===== config.mk =====
export PLATFORM = sky130hd
export DESIGN_NAME = kyber_pmul_seq_flat
export DESIGN_NICKNAME = d
export VERILOG_FILES = /design/src/rtl/kyber_pmul_seq_if.sv /design/src/rtl/kyber_pmul_seq.sv /design/src/flat_wrapper.sv
export SDC_FILE = /design/constraint.sdc
export NUM_CORES = 1
export LEC_CHECK = 0
export ABC_AREA = 0
export CORE_MARGIN = 4
export CORE_UTILIZATION = 35
export DETAILED_ROUTE_END_ITERATION = 8
export HOLD_SLACK_MARGIN = 0.05
export PLACE_DENSITY_LB_ADDON = 0.3
export SLEW_MARGIN = 20
export SYNTH_ARGS = -nofsm -noshare
export SYNTH_HDL_FRONTEND = slang
export SYNTH_SLANG_ARGS = --single-unit
export TNS_END_PERCENT = 50

===== constraint.sdc =====
create_clock -name clk -period 5.4 [get_ports clk]
set_input_delay 0.81 -clock clk [delete_from_list [all_inputs] [get_ports clk]]
set_output_delay 0.81 -clock clk [all_outputs]
set_load 0.03 [all_outputs]

===== src/rtl/kyber_pmul_seq_if.sv =====
`default_nettype none
// ============================================================================
// kyber_pmul_seq_if : host stream and HPM control bundle for kyber_pmul_seq
// Revision: 1.0
// ============================================================================
interface kyber_pmul_seq_if;
  logic        start;
  logic        in_valid;
  logic [11:0] in_data;
  logic        in_ready;
  logic        out_valid;
  logic [11:0] out_data;
  logic [7:0]  out_idx;
  logic        busy;
  logic        job_done;
  logic        error;
  logic        hpm_load_a_f;
  logic        hpm_load_b_f;
  logic        hpm_read_a;
  logic        hpm_start_ab;
  logic        hpm_start_fntt;
  logic        hpm_start_pwm2;
  logic        hpm_start_intt;
  logic [11:0] hpm_din;
  logic [11:0] hpm_dout;
  logic        hpm_done;

  // Sequencer side
  modport slave (
    input  start, in_valid, in_data, hpm_dout, hpm_done,
    output in_ready, out_valid, out_data, out_idx, busy, job_done, error,
           hpm_load_a_f, hpm_load_b_f, hpm_read_a, hpm_start_ab,
           hpm_start_fntt, hpm_start_pwm2, hpm_start_intt, hpm_din
  );

  // Host / HPM side
  modport master (
    output start, in_valid, in_data, hpm_dout, hpm_done,
    input  in_ready, out_valid, out_data, out_idx, busy, job_done, error,
           hpm_load_a_f, hpm_load_b_f, hpm_read_a, hpm_start_ab,
           hpm_start_fntt, hpm_start_pwm2, hpm_start_intt, hpm_din
  );
endinterface
`default_nettype wire


===== src/rtl/kyber_pmul_seq.sv =====
`default_nettype none
// ============================================================================
// kyber_pmul_seq : sequences one polynomial multiply on the HPM core
//   (load A, load B, FNTT x2, PWM2, INTT, read out). Option: KYBER_SEQ_TIMEOUT_EN.
// Revision: 1.0
// ============================================================================
module kyber_pmul_seq #(
  parameter int TMO = 4095
) (
  input  logic            clk,
  input  logic            reset,
  kyber_pmul_seq_if.slave bus
);

  typedef enum logic [3:0] {
    S_IDLE, S_LDA_WAIT, S_LDA_PULSE, S_LDA_DATA, S_LDB_WAIT, S_LDB_PULSE,
    S_LDB_DATA, S_OP_PULSE, S_OP_HOLD, S_OP_WAIT, S_RD_PULSE, S_RD_HOLD,
    S_RD_DATA, S_FIN, S_ERR
  } state_t;

  if (TMO < 1) begin : g_tmo_range
    $error("kyber_pmul_seq: TMO must be at least 1");
  end

  state_t      state_q, state_d;
  logic [7:0]  cnt_q, cnt_d;
  logic [2:0]  op_q, op_d;
  logic        error_q, error_d;
  logic [11:0] hpm_din_q, hpm_din_d;

`ifdef KYBER_SEQ_TIMEOUT_EN
  localparam int TMO_W = (TMO < 2) ? 1 : $clog2(TMO);
  logic [TMO_W-1:0] tmo_cnt_q, tmo_cnt_d;

  always_ff @(posedge clk or posedge reset) begin
    if (reset) tmo_cnt_q <= '0;
    else       tmo_cnt_q <= tmo_cnt_d;
  end
`endif

  always_ff @(posedge clk or posedge reset) begin
    if (reset) begin
      state_q   <= S_IDLE;
      cnt_q     <= '0;
      op_q      <= '0;
      error_q   <= 1'b0;
      hpm_din_q <= '0;
    end else begin
      state_q   <= state_d;
      cnt_q     <= cnt_d;
      op_q      <= op_d;
      error_q   <= error_d;
      hpm_din_q <= hpm_din_d;
    end
  end

  always_comb begin
    state_d   = state_q;
    cnt_d     = cnt_q;
    op_d      = op_q;
    error_d   = error_q;
    hpm_din_d = hpm_din_q;
`ifdef KYBER_SEQ_TIMEOUT_EN
    tmo_cnt_d = '0;
`endif
    case (state_q)
      S_IDLE: begin
        if (bus.start) begin
          state_d = S_LDA_WAIT;
          error_d = 1'b0;
          cnt_d   = '0;
          op_d    = '0;
        end
      end
      // The first word is only peeked here; it is consumed in the data phase.
      S_LDA_WAIT:  if (bus.in_valid) state_d = S_LDA_PULSE;
      S_LDB_WAIT:  if (bus.in_valid) state_d = S_LDB_PULSE;
      S_LDA_PULSE: begin state_d = S_LDA_DATA; cnt_d = '0; end
      S_LDB_PULSE: begin state_d = S_LDB_DATA; cnt_d = '0; end
      S_LDA_DATA, S_LDB_DATA: begin
        if (!bus.in_valid) begin
          state_d = S_ERR;
          error_d = 1'b1;
        end else begin
          hpm_din_d = bus.in_data;
          cnt_d     = cnt_q + 8'd1;
          if (cnt_q == 8'd255)
            state_d = (state_q == S_LDA_DATA) ? S_LDB_WAIT : S_OP_PULSE;
        end
      end
      S_OP_PULSE: begin state_d = S_OP_HOLD; cnt_d = '0; end
      // hpm_done may still reflect the previous op during the hold window.
      S_OP_HOLD: begin
        cnt_d = cnt_q + 8'd1;
        if (cnt_q == 8'd1) state_d = S_OP_WAIT;
      end
      S_OP_WAIT: begin
        if (bus.hpm_done) begin
          if (op_q == 3'd3) begin
            state_d = S_RD_PULSE;
          end else begin
            op_d    = op_q + 3'd1;
            state_d = S_OP_PULSE;
          end
        end
`ifdef KYBER_SEQ_TIMEOUT_EN
        else if (tmo_cnt_q == TMO_W'(TMO - 1)) begin
          state_d = S_ERR;
          error_d = 1'b1;
        end else begin
          tmo_cnt_d = tmo_cnt_q + TMO_W'(1);
        end
`endif
      end
      S_RD_PULSE: begin state_d = S_RD_HOLD; cnt_d = '0; end
      S_RD_HOLD: begin
        cnt_d = cnt_q + 8'd1;
        if (cnt_q == 8'd1) begin
          state_d = S_RD_DATA;
          cnt_d   = '0;
        end
      end
      S_RD_DATA: begin
        cnt_d = cnt_q + 8'd1;
        if (cnt_q == 8'd255) state_d = S_FIN;
      end
      S_FIN:   state_d = S_IDLE;
      S_ERR:   state_d = S_IDLE;
      default: state_d = S_IDLE;
    endcase
  end

  logic load_a, load_b, read_a, start_ab, start_fntt, start_pwm2, start_intt;
  logic rd_active;

  always_comb begin
    load_a     = 1'b0;
    load_b     = 1'b0;
    read_a     = 1'b0;
    start_ab   = 1'b0;
    start_fntt = 1'b0;
    start_pwm2 = 1'b0;
    start_intt = 1'b0;
    case (state_q)
      S_LDA_PULSE: load_a = 1'b1;
      S_LDB_PULSE: load_b = 1'b1;
      S_RD_PULSE:  read_a = 1'b1;
      S_OP_PULSE: begin
        case (op_q)
          3'd0:    start_fntt = 1'b1;
          3'd1:    begin start_fntt = 1'b1; start_ab = 1'b1; end
          3'd2:    start_pwm2 = 1'b1;
          3'd3:    start_intt = 1'b1;
          default: ;
        endcase
      end
      default: ;
    endcase
  end

  // Readout interleaves halves: word n lands at index {n[0], n[7:1]}.
  assign rd_active          = (state_q == S_RD_DATA);
  assign bus.out_valid      = rd_active;
  assign bus.out_data       = rd_active ? bus.hpm_dout : 12'd0;
  assign bus.out_idx        = rd_active ? {cnt_q[0], cnt_q[7:1]} : 8'd0;
  assign bus.in_ready       = (state_q == S_LDA_DATA) || (state_q == S_LDB_DATA);
  assign bus.busy           = (state_q != S_IDLE);
  assign bus.job_done       = (state_q == S_FIN);
  assign bus.error          = error_q;
  assign bus.hpm_din        = hpm_din_q;
  assign bus.hpm_load_a_f   = load_a;
  assign bus.hpm_load_b_f   = load_b;
  assign bus.hpm_read_a     = read_a;
  assign bus.hpm_start_ab   = start_ab;
  assign bus.hpm_start_fntt = start_fntt;
  assign bus.hpm_start_pwm2 = start_pwm2;
  assign bus.hpm_start_intt = start_intt;

endmodule
`default_nettype wire


===== src/flat_wrapper.sv =====
// flat-port wrapper written by rule: the top's interface ports become plain ports
module kyber_pmul_seq_flat 
#(
  parameter int TMO = 4095
)
  (clk, reset, bus_start, bus_in_valid, bus_in_data, bus_hpm_dout, bus_hpm_done, bus_in_ready, bus_out_valid, bus_out_data, bus_out_idx, bus_busy, bus_job_done, bus_error, bus_hpm_load_a_f, bus_hpm_load_b_f, bus_hpm_read_a, bus_hpm_start_ab, bus_hpm_start_fntt, bus_hpm_start_pwm2, bus_hpm_start_intt, bus_hpm_din);
  kyber_pmul_seq_if bus_i ();
  input  logic clk;
  input  logic reset;
  input wire logic [$bits(bus_i.start)-1:0] bus_start;
  input wire logic [$bits(bus_i.in_valid)-1:0] bus_in_valid;
  input wire logic [$bits(bus_i.in_data)-1:0] bus_in_data;
  input wire logic [$bits(bus_i.hpm_dout)-1:0] bus_hpm_dout;
  input wire logic [$bits(bus_i.hpm_done)-1:0] bus_hpm_done;
  output wire logic [$bits(bus_i.in_ready)-1:0] bus_in_ready;
  output wire logic [$bits(bus_i.out_valid)-1:0] bus_out_valid;
  output wire logic [$bits(bus_i.out_data)-1:0] bus_out_data;
  output wire logic [$bits(bus_i.out_idx)-1:0] bus_out_idx;
  output wire logic [$bits(bus_i.busy)-1:0] bus_busy;
  output wire logic [$bits(bus_i.job_done)-1:0] bus_job_done;
  output wire logic [$bits(bus_i.error)-1:0] bus_error;
  output wire logic [$bits(bus_i.hpm_load_a_f)-1:0] bus_hpm_load_a_f;
  output wire logic [$bits(bus_i.hpm_load_b_f)-1:0] bus_hpm_load_b_f;
  output wire logic [$bits(bus_i.hpm_read_a)-1:0] bus_hpm_read_a;
  output wire logic [$bits(bus_i.hpm_start_ab)-1:0] bus_hpm_start_ab;
  output wire logic [$bits(bus_i.hpm_start_fntt)-1:0] bus_hpm_start_fntt;
  output wire logic [$bits(bus_i.hpm_start_pwm2)-1:0] bus_hpm_start_pwm2;
  output wire logic [$bits(bus_i.hpm_start_intt)-1:0] bus_hpm_start_intt;
  output wire logic [$bits(bus_i.hpm_din)-1:0] bus_hpm_din;
  assign bus_i.start = bus_start;
  assign bus_i.in_valid = bus_in_valid;
  assign bus_i.in_data = bus_in_data;
  assign bus_i.hpm_dout = bus_hpm_dout;
  assign bus_i.hpm_done = bus_hpm_done;
  assign bus_in_ready = bus_i.in_ready;
  assign bus_out_valid = bus_i.out_valid;
  assign bus_out_data = bus_i.out_data;
  assign bus_out_idx = bus_i.out_idx;
  assign bus_busy = bus_i.busy;
  assign bus_job_done = bus_i.job_done;
  assign bus_error = bus_i.error;
  assign bus_hpm_load_a_f = bus_i.hpm_load_a_f;
  assign bus_hpm_load_b_f = bus_i.hpm_load_b_f;
  assign bus_hpm_read_a = bus_i.hpm_read_a;
  assign bus_hpm_start_ab = bus_i.hpm_start_ab;
  assign bus_hpm_start_fntt = bus_i.hpm_start_fntt;
  assign bus_hpm_start_pwm2 = bus_i.hpm_start_pwm2;
  assign bus_hpm_start_intt = bus_i.hpm_start_intt;
  assign bus_hpm_din = bus_i.hpm_din;
  kyber_pmul_seq #(.TMO(TMO)) u_core (.clk(clk), .reset(reset), .bus(bus_i));
endmodule

==> results of run 1 <==
-- final timing paths --
kind                                   start                    end  slack, ns  depth (start not counted)
max reg2reg                u_core.state_q[2]      u_core.state_q[0]       2.61                          5
max in group asynchronous              reset         u_core.op_q[2]       4.12                          2
min reg2reg                 u_core.bus.error       u_core.bus.error       0.49                          2
min                         u_core.bus.error       u_core.bus.error       0.49                          2
min in group asynchronous              reset  u_core.bus.hpm_din[0]       0.91                          2
max                        u_core.state_q[0]         bus_out_idx[7]       1.89                          4
-- per-stage QoR --
step | setup WS, ns | hold WS (ns) | std cells | instance area, sq um
after floorplan | 2.81 | 0.534 | 201 | 1870
after global placement | 1.93 | 0.467 | 331 | 2610
after detailed placement | 1.87 | 0.471 | 331 | 2610
after CTS | 1.56 | 0.494 | 335 | 2680
after global routing | 1.60 | 0.524 | 335 | 2690
final | 1.89 | 0.491 | 335 | 2690
-- state kept, by name, indices dropped and copies added, names as in the netlist --
signal              count
u_core.bus.hpm_din     12
u_core.cnt_q            8
u_core.state_q          4
u_core.op_q             3
u_core.bus.error        1
-- worst max-delay path, delay by kind of cell (launching register included) --
kind,cells,cell delay [ns]
DFF,1,0.56
and+or+nand+nor,3,1.20
buffers and inverters,1,0.67
-- cells by family after synthesis --
| family | count (synthesis) |
|---|---|
| compound gates | 43 |
| xor+xnor | 1 |
| fa+ha+maj | 6 |
| buf+inv | 23 |
| flops | 28 |
| mux | 17 |
| simple gates | 83 |
-- per-layer routing --
layer  track usage (%)  up-vias  share of wire (%)
li1                  -      832                  -
met1              19.6      775                 44
met2              24.4       58                 46
met3              3.77        2                9.1
met4              2.53        0               0.70
met5                 0        -                  0
-- power by group through the flow --
stage,sequential (mW),clock [mW],combinational (mW)
finish,0.396,0.164,0.812
floorplan,0.437,0,0.538
CTS,0.395,0.168,0.816
global route,0.416,0.178,0.890
detailed placement,0.400,0,0.813
global placement,0.398,0,0.806
-- placed cells by master (no fill, tap or decap), types with 2 or more instances in the layout --
master / Yosys / layout
mux2_2: 13 / 13
o31ai_1: 3 / 3
o21ai_0: 12 / 12
nand2_1: 12 / 12
nand2b_1: 4 / 4
mux2i_1: 2 / 2
nor2b_1: 3 / 3
a21oi_1: 2 / 2
nor2_2: 1 / 2
inv_1: 11 / 10
a22oi_1: 2 / 2
nor4_1: 3 / 3
a211oi_4: 2 / 2
clkdlybuf4s50_1: 0 / 72
ha_1: 6 / 6
o22ai_1: 2 / 2
dfrtp_1: 28 / 28
or3_1: 2 / 2
nand3_1: 3 / 3
nor2_1: 17 / 16
a22o_1: 7 / 7
mux2_4: 2 / 2
clkbuf_8: 0 / 3
o211ai_1: 2 / 2
nor3_1: 7 / 7
and2_1: 22 / 22
o21ai_1: 3 / 3
-- cell type report --
type,count,share of cell area [%]
repair buffers,72,26.8
multi-input cells,150,39.6
inverters,11,1.54
flip-flops and latches,28,26.1
clock inverters,1,1.12
clock buffers,3,1.54
well taps,70,3.26
==> out/metrics.cfg, run 1 <==
[status]
status=finished, final reports clean

[drt]
viasPerCell=4.98
vias=1667
drtIter0Drc=96
firstDrtPassIters=4
wire_per_inst_um=13.6
route.detailed.drc=0
drt-total-wl_um=4570
ant_nets=0

[logic_synthesis]
syn_inst=201
syn_area_per_cell_sq_um=9.30
synth_commonest_cells=28 x dfrtp_1, 22 x and2_1, 17 x nor2_1
synth_edf_count=0
syn_nets=236
synthFlopType=dfrtp_1
ys_warn_count=0
yosys.area_share.adder_pct=4.02
synthMostInstantiatedCell=dfrtp_1
ys_seq_elements=28
async_reset_ff_share_pct=100
yosysTopAreaCell=dfrtp_1
yosys.area_share.simple_pct=24.6
synth_top_area_share_pct=37.5
ys_types=46
seq_area_frac_synth_pct=37.5
synth_top_family_by_area=simple AND/OR/NAND/NOR gates
synth-xor-area-share_pct=0.469
synth_compound_area_share_pct=17.2
yosys-top-cells-area=dfrtp_1 37%, mux2_2 7.8%, and2_1 7.4%
synth_area_sq_um=1870
synth_mux_area_share_pct=10.5

[timing]
hold_violations=0
rsz0062_at_grt=no
slew_headroom_pct=32.8
period_share_pct=65.0
fin_crit_ns=3.51
fin_setup_tns_ns=0
tightest_slew_ns=1.00
max_clock_freq_ghz=0.285
skew_ns=0.00144
maxSlewViolCount=0
setup_violations=0

[power_and_ir_drop]
ir_drop_mv=0.222
finalPower_mw=1.37
power_frac_seq_pct=28.9
p_sw_share_pct=44.9
p_sw_mw=0.616
p_leak_nw=1.08
intPower_mw=0.757
combinationalPowerShare_pct=59.2
clockPowerShare_pct=12.0
power_density_nw_per_um2=511

[critical_path]
worst-endpoint-required_ns=4.59
crit_chain=or2_0 -> nor2_2 -> and2_1 -> clkdlybuf4s50_1
critPathMaxFanout=21
end_kind=primary output
critical_path_class=flop to primary output
crit_path_max_incr_delay_ns=0.67
slowest_stage=clkdlybuf4s50_1
cp_data_arrival_time_ns=2.70
cp-start-kind=flop

[cells_and_area]
area_growth_pct=43.6
drive_above_1_share_pct=11.3
nets=301
multi_input_area_sq_um=1060
seqCellArea_sq_um=701
fin_util_pct=52.2
antenna_cells=0
fillers=496

[floorplan]
chipHeight_um=81.1
core_sq_um=5140
die-area_sq_um=6570
start_util_pct=36.4
io-pin-count=73
die_w_um=81.1
rows=26

[clocking]
cts_setup_buffers=0
path_clk_slew_ns=0.10
cts_buffer_depth=2
cts_tree=built
postCtsHoldBufs=0
numClockSinks=28
insertion_delay_ns=0.27
cts-root-buf=clkbuf_8
htree_levels=1
cts-resized-gates=0
cts_buffers=3

[global_routing]
grt_overflow=0
grt_use_total_pct=14.7
grt_pass1_wl_um=7750
first_global_vias=1650
grt_max_degree=29
antenna_found_initial=0

[job]
maxCapViolCount=0

[hold_path]
min_path_type=flop to flop

[placement]
io_buffers=72
dp_hpwl_um=3480
gp_congestion=0.814

Note: power is estimated with default switching activity, not from simulation.
==> inputs of run 2 (changes only) <==
Clock period 5.4 ns to 3.6 ns, I/O delays scaled along.
==> out/metrics.cfg, run 2 (synthesis gave the netlist of run 1 again) <==
[critical_path]
crit_path_max_incr_delay_ns=0.67  ; about the same
critical_path_class=flop to primary output
cp-start-kind=flop
critPathMaxFanout=21  ; unchanged
critical_path_buf_inv_count=2  ; +1
end_kind=primary output
cp_data_arrival_time_ns=2.41  ; -0.29 ns
worst-endpoint-required_ns=3.06  ; -1.53 ns
crit_chain=or2_0 -> nor2_1 -> buf_4 -> and2_1 -> clkdlybuf4s50_1
crit_family=buffers and inverters
slowest_stage=clkdlybuf4s50_1

[floorplan]
chipHeight_um=81.1  ; unchanged
core_sq_um=5140  ; unchanged
die_w_um=81.1  ; unchanged
die-area_sq_um=6570  ; unchanged
start_util_pct=36.4  ; unchanged
io-pin-count=73  ; unchanged
rows=26  ; unchanged

[cells_and_area]
final_common_cell=clkdlybuf4s50_1
fillers=513  ; +3.4%
area_growth_pct=43.8
seqCellArea_sq_um=701  ; unchanged
largest_reg_flops=12  ; unchanged
drive_above_1_share_pct=11.9  ; +0.62 points
nets=304  ; +1.0%
antenna_cells=0  ; unchanged
mostFrequentLayoutCells=72 x clkdlybuf4s50_1, 28 x dfrtp_1, 22 x and2_1, 17 x nor2_1, 13 x mux2_2
multi_input_area_sq_um=1060  ; -0.24%

[clocking]
cts_buffer_depth=2  ; unchanged
postCtsHoldBufs=0  ; unchanged
cts-resized-gates=0  ; unchanged
cts-root-buf=clkbuf_8
htree_levels=1  ; unchanged
path_clk_slew_ns=0.10  ; about the same
cts_tree=built
cts_setup_buffers=0  ; unchanged
insertion_delay_ns=0.28  ; about the same
cts_buffers=3  ; unchanged
numClockSinks=28  ; unchanged

[timing]
rsz0062_at_grt=no
slew_headroom_pct=60.6  ; +28 points
hold_violations=0  ; unchanged
fin_setup_tns_ns=0  ; unchanged
tightest_slew_ns=0.590  ; -0.413 ns
skew_ns=0.00294  ; +0.00150 ns
maxSlewViolCount=0  ; unchanged
holdWs_ns=0.490  ; -0.000876 ns
period_share_pct=82.0
max_clock_freq_ghz=0.339
setup_violations=0  ; unchanged
fin_crit_ns=2.95

[drt]
ant_nets=0  ; unchanged
viasPerCell=5.04  ; +1.3%
vias=1703  ; +2.2%
wire_per_inst_um=13.9  ; +2.0%
drtIter0Drc=60  ; -38%
route.detailed.drc=0  ; unchanged
firstDrtPassIters=4  ; unchanged
drt-total-wl_um=4710  ; +3.0%

[power_and_ir_drop]
finalPower_mw=2.03  ; +48%
p_leak_nw=1.09  ; +0.83%
power_density_nw_per_um2=754  ; +48%
ir_drop_mv=0.320  ; +44%

[placement]
gp_congestion=0.826  ; +1.5%
io_buffers=72  ; unchanged
dp_hpwl_um=3620  ; +3.9%

[global_routing]
antenna_found_initial=0  ; unchanged
grt_max_degree=29  ; unchanged
first_global_vias=1708  ; +3.5%
grt_overflow=0  ; unchanged
grt_pass1_wl_um=7850  ; +1.3%
grt_use_total_pct=15.1  ; +0.33 points

[status]
status=finished, final reports clean

[job]
maxCapViolCount=0  ; unchanged

[hold_path]
min_path_type=flop to flop

-- run 2: final timing paths --
kind | to | slack [ns] | cells past startpoint | start
max | bus_out_idx[7] | 0.65 | 5 | u_core.state_q[1]
min | u_core.bus.error | 0.49 | 2 | u_core.bus.error
max reg2reg | u_core.state_q[2] | 1.43 | 7 | u_core.state_q[2]
min reg2reg | u_core.bus.error | 0.49 | 2 | u_core.bus.error
max in group asynchronous | u_core.state_q[1] | 2.58 | 2 | reset
min in group asynchronous | u_core.bus.hpm_din[0] | 0.63 | 2 | reset
-- run 2: power breakdown --
group / switching, mW / leakage, nW / total [mW] / internal [mW]
clock network: 0.102 / 0.0288 / 0.200 / 0.0981
logic: 0.678 / 0.709 / 1.25 / 0.568
registers: 0.150 / 0.353 / 0.582 / 0.431
-- run 2: worst reg2reg max path, delay by kind of cell, from the launching register on --
| family | cells | cell delay [ns] |
|---|---|---|
| flip-flops | 1 | 0.51 |
| buffers and inverters | 2 | 0.45 |
| XOR/XNOR | 1 | 0.32 |
| multiplexers | 1 | 0.32 |
| AND/OR/NAND/NOR | 2 | 0.24 |
| AO/OA/AOI/OAI | 1 | 0.24 |
-- run 2: per-stage QoR --
stage / cells / setup slack [ns] / utilization [%] / cell area, sq um
finish: 338 / 0.648 / 52.3 / 2690
global route: 338 / 0.461 / 52.3 / 2690
CTS: 338 / 0.632 / 52.3 / 2690
detailed placement: 334 / 0.953 / 51.2 / 2630
global placement: 334 / 0.988 / 51.2 / 2630
floorplan: 201 / 1.28 / - / 1870
-- run 2: layout make-up --
cell class                      instances  share of cell area (%)
Clock buffer                            4                    2.05
Inverter                               11                    1.54
Multi-Input combinational cell        150                    39.5
Sequential cell                        28                    26.1
Tap cell                               70                    3.26
Timing Repair Buffer                   75                    27.6
-- run 2: routing by layer --
| metal | vias to the layer above | part of all wire (%) | global-route usage [%] |
|---|---|---|---|
| li1 | 838 | - | - |
| met5 | - | 0 | 0 |
| met1 | 806 | 44 | 18.3 |
| met4 | 0 | 1.2 | 4.05 |
| met2 | 55 | 47 | 26.6 |
| met3 | 4 | 7.4 | 3.44 |
==> inputs of run 3 (changes only) <==
Clock period 3.6 ns to 2.85 ns, I/O delays scaled along.
==> out/metrics.cfg, run 3 (synthesis gave the netlist of run 1 again) <==
[status]
status=finished, final reports clean

[clocking]
cts-root-buf=clkbuf_8
cts-resized-gates=0  ; unchanged
cts_buffer_depth=2  ; unchanged
numClockSinks=28  ; unchanged
insertion_delay_ns=0.29  ; about the same
postCtsHoldBufs=0  ; unchanged
cts_buffers=3  ; unchanged
cts_tree=built
cts_setup_buffers=0  ; unchanged
htree_levels=1  ; unchanged
path_clk_slew_ns=0.11  ; about the same

[drt]
wire_per_inst_um=14.0  ; +0.30%
viasPerCell=4.94  ; -2.0%
drtIter0Drc=81  ; +35%
drt-total-wl_um=4780  ; +1.5%
firstDrtPassIters=4  ; unchanged
ant_nets=0  ; unchanged
route.detailed.drc=0  ; unchanged
vias=1688  ; -0.88%

[critical_path]
cp_data_arrival_time_ns=2.24  ; -0.17 ns
rr_startpoint=u_core.state_q[2]
cp-start-kind=flop
critPathMaxFanout=8  ; -62%
reg2reg_slack_ns=0.79  ; -0.64 ns
critical_path_class=flop to primary output
rr_endpoint=u_core.state_q[0]
r2r_cells=6  ; -1
worst-endpoint-required_ns=2.42  ; -0.64 ns
end_kind=primary output

[power_and_ir_drop]
clockPowerShare_pct=12.1  ; +2.2 points
combinationalPowerShare_pct=61.9  ; +0.5 points
p_sw_mw=1.21  ; +30%
ir_drop_mv=0.325  ; +1.5%
power_density_nw_per_um2=999  ; +32%
p_sw_share_pct=45.1  ; -0.79 points
power_frac_seq_pct=25.9  ; -2.8 points
p_leak_nw=1.16  ; +6.3%
intPower_mw=1.47  ; +34%

[hold_path]
min_path_type=input pin to asynchronous set/reset pin

[global_routing]
first_global_vias=1631  ; -4.5%
grt_pass1_wl_um=7720  ; -1.6%
grt_max_degree=29  ; unchanged
grt_use_total_pct=15.0  ; -0.080 points
grt_overflow=0  ; unchanged
antenna_found_initial=0  ; unchanged

[floorplan]
io-pin-count=73  ; unchanged
chipHeight_um=81.1  ; unchanged
die_w_um=81.1  ; unchanged
rows=26  ; unchanged
start_util_pct=36.4  ; unchanged
die-area_sq_um=6570  ; unchanged
core_sq_um=5140  ; unchanged

[cells_and_area]
mostFrequentLayoutCells=52 x clkdlybuf4s50_1, 28 x dfrtp_1, 27 x buf_4, 22 x and2_1, 17 x nor2_1
drive_above_1_share_pct=20.2  ; +8.3 points
largest_reg_flops=12  ; unchanged
fin_util_pct=52.2  ; -0.073 points
nets=308  ; +1.3%
area_growth_pct=43.6
final_common_cell=clkdlybuf4s50_1
antenna_cells=0  ; unchanged

[timing]
slew_headroom_pct=71.2  ; +11 points
max_clock_freq_ghz=0.375
fin_crit_ns=2.67
skew_ns=0.0106  ; +0.00765 ns
maxSlewViolCount=0  ; unchanged
rsz0062_at_grt=no
fin_setup_tns_ns=0  ; unchanged
setup_violations=0  ; unchanged
period_share_pct=93.6
hold_violations=0  ; unchanged
tightest_slew_ns=0.430  ; -0.160 ns

[placement]
io_buffers=72  ; unchanged
dp_hpwl_um=3720  ; +2.8%
gp_congestion=0.842  ; +1.9%

[job]
maxCapViolCount=0  ; unchanged

==> run 3: cell count changes in the layout (fill, tap and decap cells not counted), sizes merged <==
cell	before	now
buf	3	27
clkdlybuf4s50	72	52
bufinv	0	1
clkbuf	4	3
==> run 3: routing by layer <==
| layer | GRT usage, % | share of wire, % |
|---|---|---|
| met1 | 18.3 | 45 |
| met2 | 25.5 | 46 |
| met4 | 5.74 | 1.3 |
| met5 | 0 | 0 |
| met3 | 3.44 | 8.0 |
==> run 3: how the worst max path moves through the flow <==
stage / slack [ns] / startpoint / cells past startpoint / end
after global routing: 0.04 / u_core.op_q[1] / 5 / bus_hpm_start_intt
after floorplan: 0.64 / u_core.state_q[0] / 6 / bus_out_data[0]
final: 0.18 / u_core.op_q[1] / 5 / bus_hpm_start_intt
after detailed placement: 0.52 / u_core.op_q[1] / 5 / bus_hpm_start_intt
after CTS: 0.19 / u_core.op_q[1] / 5 / bus_hpm_start_intt
after global placement: 0.56 / u_core.op_q[1] / 5 / bus_hpm_start_intt
==> run 3: power groups by stage <==
stage	clock network [mW]	logic, mW	registers (mW)
3_5_place_dp	0	1.67	0.702
2_1_floorplan	0	1.02	0.828
6_report	0.326	1.66	0.696
3_3_place_gp	0	1.65	0.692
5_1_grt	0.348	1.80	0.716
4_1_cts	0.333	1.67	0.693
==> run 3: per-stage QoR <==
step / hold WS [ns] / instances / setup slack, ns / power (mW) / cell area, sq um
2_1_floorplan: 0.493 / 201 / 0.642 / 1.85 / 1870
3_3_place_gp: 0.488 / 338 / 0.559 / 2.34 / 2610
3_5_place_dp: 0.498 / 338 / 0.517 / 2.37 / 2610
4_1_cts: 0.512 / 342 / 0.190 / 2.70 / 2690
5_1_grt: 0.537 / 342 / 0.0398 / 2.87 / 2690
6_report: 0.490 / 342 / 0.183 / 2.68 / 2690
==> run 3: final cells by class <==
type	count	area, sq um
clock buffer	3	41.3
inverter	11	41.3
timing repair buffer	79	723
sequential	28	701
clock inverter	1	30.0
fill	487	2450
tap	70	87.6
multi-input combinational	150	1060
==> run 3: worst max-delay path: stages (launching register included) <==
cell             delay, ns
dfrtp_1               0.45
ha_1                  0.19
ha_1                  0.30
inv_1                 0.11
nor3_1                0.20
clkdlybuf4s50_1       0.70
